## src/rtl/mod_n_updown_counter.sv

```systemverilog
// Mod-N up/down counter with terminal-count, wrap and illegal-load indications.
// The state bank is updated per bit through JK excitation with J=K=toggle.
module mod_n_updown_counter #(
  parameter int unsigned WIDTH   = 4,
  parameter int unsigned MODULUS = 10,
  parameter int unsigned INIT    = 0
) (
  input  logic             clk,
  input  logic             async_reset_n,
  input  logic             sync_clear,
  input  logic             en,
  input  logic             up,
  input  logic             load,
  input  logic [WIDTH-1:0] load_val,
  output logic [WIDTH-1:0] count,
  output logic             tc,
  output logic             wrap,
  output logic             load_err
);

  localparam logic [WIDTH-1:0] MaxVal  = WIDTH'(MODULUS - 1);
  localparam logic [WIDTH-1:0] InitVal = WIDTH'(INIT);
  // One extra bit so MODULUS == 2**WIDTH is representable.
  localparam logic [WIDTH:0]   ModVal  = (WIDTH+1)'(MODULUS);

  logic [WIDTH-1:0] count_q, count_d, target, toggle;
  logic             wrap_q, wrap_d;
  logic             err_q, err_d;
  logic             at_max, at_zero, out_of_range, load_ok;

  assign at_max       = (count_q == MaxVal);
  assign at_zero      = (count_q == '0);
  assign out_of_range = ({1'b0, count_q} >= ModVal);
  assign load_ok      = ({1'b0, load_val} < ModVal);

  always_comb begin
    target = count_q;
    wrap_d = 1'b0;
    err_d  = 1'b0;
    if (sync_clear) begin
      target = InitVal;
    end else if (load) begin
      if (load_ok) begin
        target = load_val;
      end else begin
        target = '0;
        err_d  = 1'b1;
      end
    end else if (en) begin
      if (up) begin
        if (at_max || out_of_range) begin
          target = '0;
          wrap_d = 1'b1;
        end else begin
          target = count_q + WIDTH'(1);
        end
      end else begin
        if (out_of_range) begin
          target = '0;
        end else if (at_zero) begin
          target = MaxVal;
          wrap_d = 1'b1;
        end else begin
          target = count_q - WIDTH'(1);
        end
      end
    end
  end

  // JK excitation: Q+ = J&~Q | ~K&Q with J=K=toggle.
  always_comb begin
    toggle  = count_q ^ target;
    count_d = '0;
    for (int i = 0; i < WIDTH; i++) begin
      count_d[i] = (toggle[i] & ~count_q[i]) | (~toggle[i] & count_q[i]);
    end
  end

  always_ff @(posedge clk or negedge async_reset_n) begin
    if (!async_reset_n) begin
      count_q <= InitVal;
      wrap_q  <= 1'b0;
      err_q   <= 1'b0;
    end else begin
      count_q <= count_d;
      wrap_q  <= wrap_d;
      err_q   <= err_d;
    end
  end

  assign count    = count_q;
  assign wrap     = wrap_q;
  assign load_err = err_q;
  assign tc       = en & ((up & at_max) | (~up & at_zero));

endmodule

```

## config.mk

```make
export PLATFORM = sky130hd
export DESIGN_NAME = mod_n_updown_counter
export DESIGN_NICKNAME = d
export VERILOG_FILES = /design/src/rtl/mod_n_updown_counter.sv
export SDC_FILE = /design/constraint.sdc
export NUM_CORES = 1
export LEC_CHECK = 0
export ABC_AREA = 1
export CORE_MARGIN = 5
export CORE_UTILIZATION = 35
export DETAILED_ROUTE_END_ITERATION = 12
export PLACE_DENSITY = 0.67
export SYNTH_ARGS = -nofsm -noshare
export SYNTH_HDL_FRONTEND = slang
export SYNTH_SLANG_ARGS = --single-unit
```

## constraint.sdc

```tcl
create_clock -name clk -period 2.4 [get_ports clk]
set_clock_uncertainty 0.2 [all_clocks]
set_input_delay 0.48 -clock clk [delete_from_list [all_inputs] [get_ports clk]]
set_output_delay 0.48 -clock clk [all_outputs]
set_load 0.01 [all_outputs]
```

# Yosys cells after proc, flatten, opt, wreduce, memory -nomap -nowiden
# Index checks and enable logic that the tools add are counted.
# totals
ff_bits	6
latch_bits	0
ramBits	0
rom_bits	0
in_bits	10
out_inout_bits	7
elab_cells	54
n_memories	0
# classes
add_sub_neg	2
mul	0
div_mod_pow	0
magnitude_cmp	2
n_eq_ne	1
n_shift	0
muxes	18
bitwise	26
n_reduce_logical	2
# op_table
operator	count
4-bit 2-to-1 mux	8
1-bit bitwise AND	11
1-bit 2-to-1 mux	10
1-bit inverter	9
1-bit OR	5
4-bit by 1-bit adder with 4-bit output, second input constant	1
4-bit equality test, second input constant	1
4-bit greater-or-equal comparator, second input constant	1
4-bit zero test	1
4-bit less-than comparator, second input constant	1
4-bit by 1-bit subtractor with 4-bit output, second input constant	1
4-bit bitwise XOR	1
1-bit logical OR	1

# Longest topological paths before layout
# depth
word_depth	11
mapped_depth	9
ltp_nobuf	9

# Worst setup path after synthesis
# Ideal clock, no wire load.
# synth_path
kind	reg-to-output
start	reg count_q[1] (netlist: count[1])
end	out tc
t_arrival_ns	1.182
required_ns	1.720
slack_ns	0.538
stages_incl_launch_ff	5
n_path_buf	0
path_cell_list	dfrtp_1 > inv_1 > ha_1 > nand4_1 > a21oi_1
# synth_via
elab_chain_cells	4
elab_cells_between_ends	6
classes_between	1 x eq/ne; 4 x bitwise; 1 x reduce/logical
# synth_rtl
element	line	rtl
from (decl)	26	logic [WIDTH-1:0] count_q, count_d, target, toggle;
from (signal assigned)	81	count_q <= InitVal;
from (signal assigned)	85	count_q <= count_d;
4-bit equality test or 4-bit zero test (tied branches)	31, 32	
1-bit bitwise AND	94	assign tc = en & ((up & at_max) | (~up & at_zero));
1-bit OR (*)	94	
1-bit bitwise AND (*)	94	
to (decl)	16	output logic tc,
# Mark *: on every way between the ends. The rest lies on a longest branch, timed or not.

# Worst setup path after layout
# layout_path
start	in up
end	out tc
# layout_via
elab_chain_cells	4
elab_cells_between_ends	5
classes_between	5 x bitwise
# layout_rtl
element	line	rtl
from (decl)	12	input logic up,
1-bit inverter	94	
1-bit bitwise AND	94	
1-bit OR (*)	94	
1-bit bitwise AND (*)	94	
# Marked as above.

==> flow_metrics.py <==
metrics = {
    "die": {
        "die_w_microns": 47.6,
        "core_sq_mm": 0.00132,
        "die_h_microns": 47.6,
        "start_util": 0.375,
        "row_count": 13,
        "die_area_sq_mm": 0.00226,
        "pin_count": 17,
    },
    "pwr": {
        "p_int_uw": 224,
        "power_density_mw_per_mm2": 428,
        "p_leak_nw": 0.365,
        "irDropWorstVdd_mv": 0.443,
        "seqPwrFrac": 0.349,
        "p_sw_uw": 103,
        "power_frac_comb": 0.365,
        "pwr-share-clk": 0.286,
        "swShare": 0.316,
    },
    "synth": {
        "seq_area_frac_synth": 0.304,
        "yosysWarnings": 0,
        "syn_area_sq_um": 494,
        "synth_xor_area_frac": 0,
        "syn-num-nets": 84,
        "synth_top_family_by_area": "simple AND/OR/NAND/NOR gates",
        "ys_ff_latch": 6,
        "synth.distinct_cells": 16,
        "synthSimpleGateAreaFrac": 0.367,
        "synthAdderAreaFrac": 0.0759,
        "synth.avg_cell_area_sq_um": 6.96,
        "synth_compound_area_frac": 0.177,
        "synthMuxAreaShare": 0,
        "syn_inst": 71,
    },
    "clocking": {
        "clk_pin_slew_ns": 0.05,
        "postCtsHoldBufs": 0,
        "cts_tree": "built",
        "cts_setup_buffers": 0,
        "htree_levels": 1,
        "ctsRootBufferMaster": "clkbuf_4",
        "clk_latency_ns": 0.24,
        "cts_buffers": 3,
        "cts_max_path_buffers": 2,
        "post_cts_resized": 2,
        "clkSinkCount": 6,
    },
    "timing": {
        "finalMaxSlewViolations": 0,
        "fin_crit_sh": 0.922,
        "rsz0062_at_grt": "false",
        "worstMarginPinSlew_ns": 0.292,
        "fin_setup_tns_ns": 0,
        "max_freq_mhz": 452,
        "slew_headroom": 0.805,
        "setup_violations": 0,
        "min_period_ns": 2.21,
        "hold_viol_final": 0,
    },
    "cells_and_area": {
        "final_cell_area_sq_um": 764,
        "final_common_cell": "clkdlybuf4s50_1",
        "layout_common_cells": "15 x clkdlybuf4s50_1, 13 x nand2_1, 10 x nand3_1",
        "drive_gt1_frac": 0.202,
        "regArea_sq_um": 150,
        "nNetsFinal": 114,
        "n_antenna_cell": 0,
        "area.growth.synth_to_final_pct": 54.7,
        "multi_input_area_sq_um": 309,
        "nFillCells": 134,
    },
    "route": {
        "drcViolationCount": 0,
        "via_per_inst": 5.25,
        "ant_nets": 0,
        "top_layer_used": "met4",
        "vias": 598,
        "dr_wl_met2_microns": 637,
        "firstDrtPassIters": 4,
        "first_iter_violations": 10,
        "drt_wl_total_microns": 1340,
        "wl_per_cell_microns": 11.7,
        "wl_met1_microns": 576,
        "met3RoutedLength_microns": 89,
    },
    "grt": {
        "grt_pass1_wl_microns": 2130,
        "grtUsageTotal": 0.138,
        "grt_overflow": 0,
        "grt_pass1_vias": 534,
        "antenna_found_initial": 0,
        "grt_start_max_net_pins": 9,
    },
    "min_path": {
        "hp-class": "input port to async pin",
    },
    "critical_path": {
        "worstSetupPathType": "input port to primary output",
        "cp.arrival_ns": 1.53,
        "cp.required_ns": 1.72,
        "startpoint_type": "input port",
        "worstSetupEndpointType": "primary output",
        "crit_path_max_fanout": 3,
    },
    "placement": {
        "numPortBuffers": 16,
        "hpwl_microns": 1120,
        "gp_congestion": 0.952,
        "placed_area_sq_um": 741,
    },
    "job": {
        "maxCapViolations": 0,
    },
    "status": {
        "status": "completed",
    },
}
[logic make-up (layout without fill, tap and decap cells)]
group / count (synthesis) / count (layout)
buffers and inverters: 10 / 38
and+or+nand+nor: 38 / 38
AOI/OAI and AO/OA: 14 / 14
DFF: 6 / 6
adders and majority gates: 3 / 3
[power groups by stage]
| stage | Combinational [mW] | Clock (mW) | Sequential (mW) |
|---|---|---|---|
| floorplan | 0.0511 | 0 | 0.122 |
| global placement | 0.118 | 0 | 0.116 |
| detailed placement | 0.119 | 0 | 0.116 |
| CTS | 0.119 | 0.0952 | 0.114 |
| global route | 0.132 | 0.107 | 0.115 |
| finish | 0.119 | 0.0937 | 0.114 |
[cell usage after synthesis]
cell type / number / area [sq um]
nand4_1: 6 / 37.5
nand3_1: 10 / 50.1
o21ai_2: 1 / 8.76
ha_1: 3 / 37.5
a211oi_2: 1 / 12.5
nand3_2: 1 / 10.0
o21ai_0: 2 / 10.0
nor2_1: 6 / 22.5
o2111ai_1: 1 / 8.76
dfrtp_1: 6 / 150
inv_2: 2 / 7.51
nand2_1: 13 / 48.8
a21oi_1: 7 / 35.0
nand2_2: 2 / 12.5
inv_1: 8 / 30.0
a31oi_1: 2 / 12.5
[per-stage QoR]
stage | util | hold slack (ns) | worst slack [ns] | total power [mW] | cells
3_3_place_gp | 0.562 | 0.508 | -0.0902 | 0.234 | 111
5_1_grt | 0.580 | 0.286 | 0.0975 | 0.354 | 114
4_1_cts | 0.580 | 0.280 | 0.171 | 0.328 | 114
3_5_place_dp | 0.562 | 0.513 | -0.0962 | 0.235 | 111
2_1_floorplan | - | -0.0156 | 0.538 | 0.173 | 71
6_report | 0.580 | 0.276 | 0.186 | 0.327 | 114
[registers in the layout (all words and copies together) (netlist names)]
name and flops:
load_err 1, count 4, wrap 1
[path summary, 6_finish.rpt]
path / start / endpoint / slack [ns] / depth (start not counted)
hold reg to reg: count[2] / count[2] / 0.52 / 4
setup reg to reg: count[0] / count[0] / 0.83 / 7
max in group asynchronous: async_reset_n / load_err / 1.51 / 1
min in group clk: count[2] / count[2] / 0.52 / 4
setup / recovery: up / tc / 0.19 / 4
hold / removal: async_reset_n / count[3] / 0.28 / 1
[critical path, cell delays in order]
cell and delay (ns):
clkdlybuf4s50_1 0.49, nand4_1 0.12, a21oi_1 0.16, dlygate4sd2_1 0.27
[layout make-up]
type | count | area share
multi-input combinational | 55 | 0.404
timing repair buffer | 25 | 0.296
sequential | 6 | 0.196
inverter | 10 | 0.0491
clock buffer | 3 | 0.0295
tap | 15 | 0.0245
[metal layers]
layer	track usage	vias up
met5	0	-
met2	0.241	25
met4	0.0645	0
met1	0.152	259
li1	-	310
met3	0.0451	4
No activity file was read; power rests on OpenSTA's default activity.
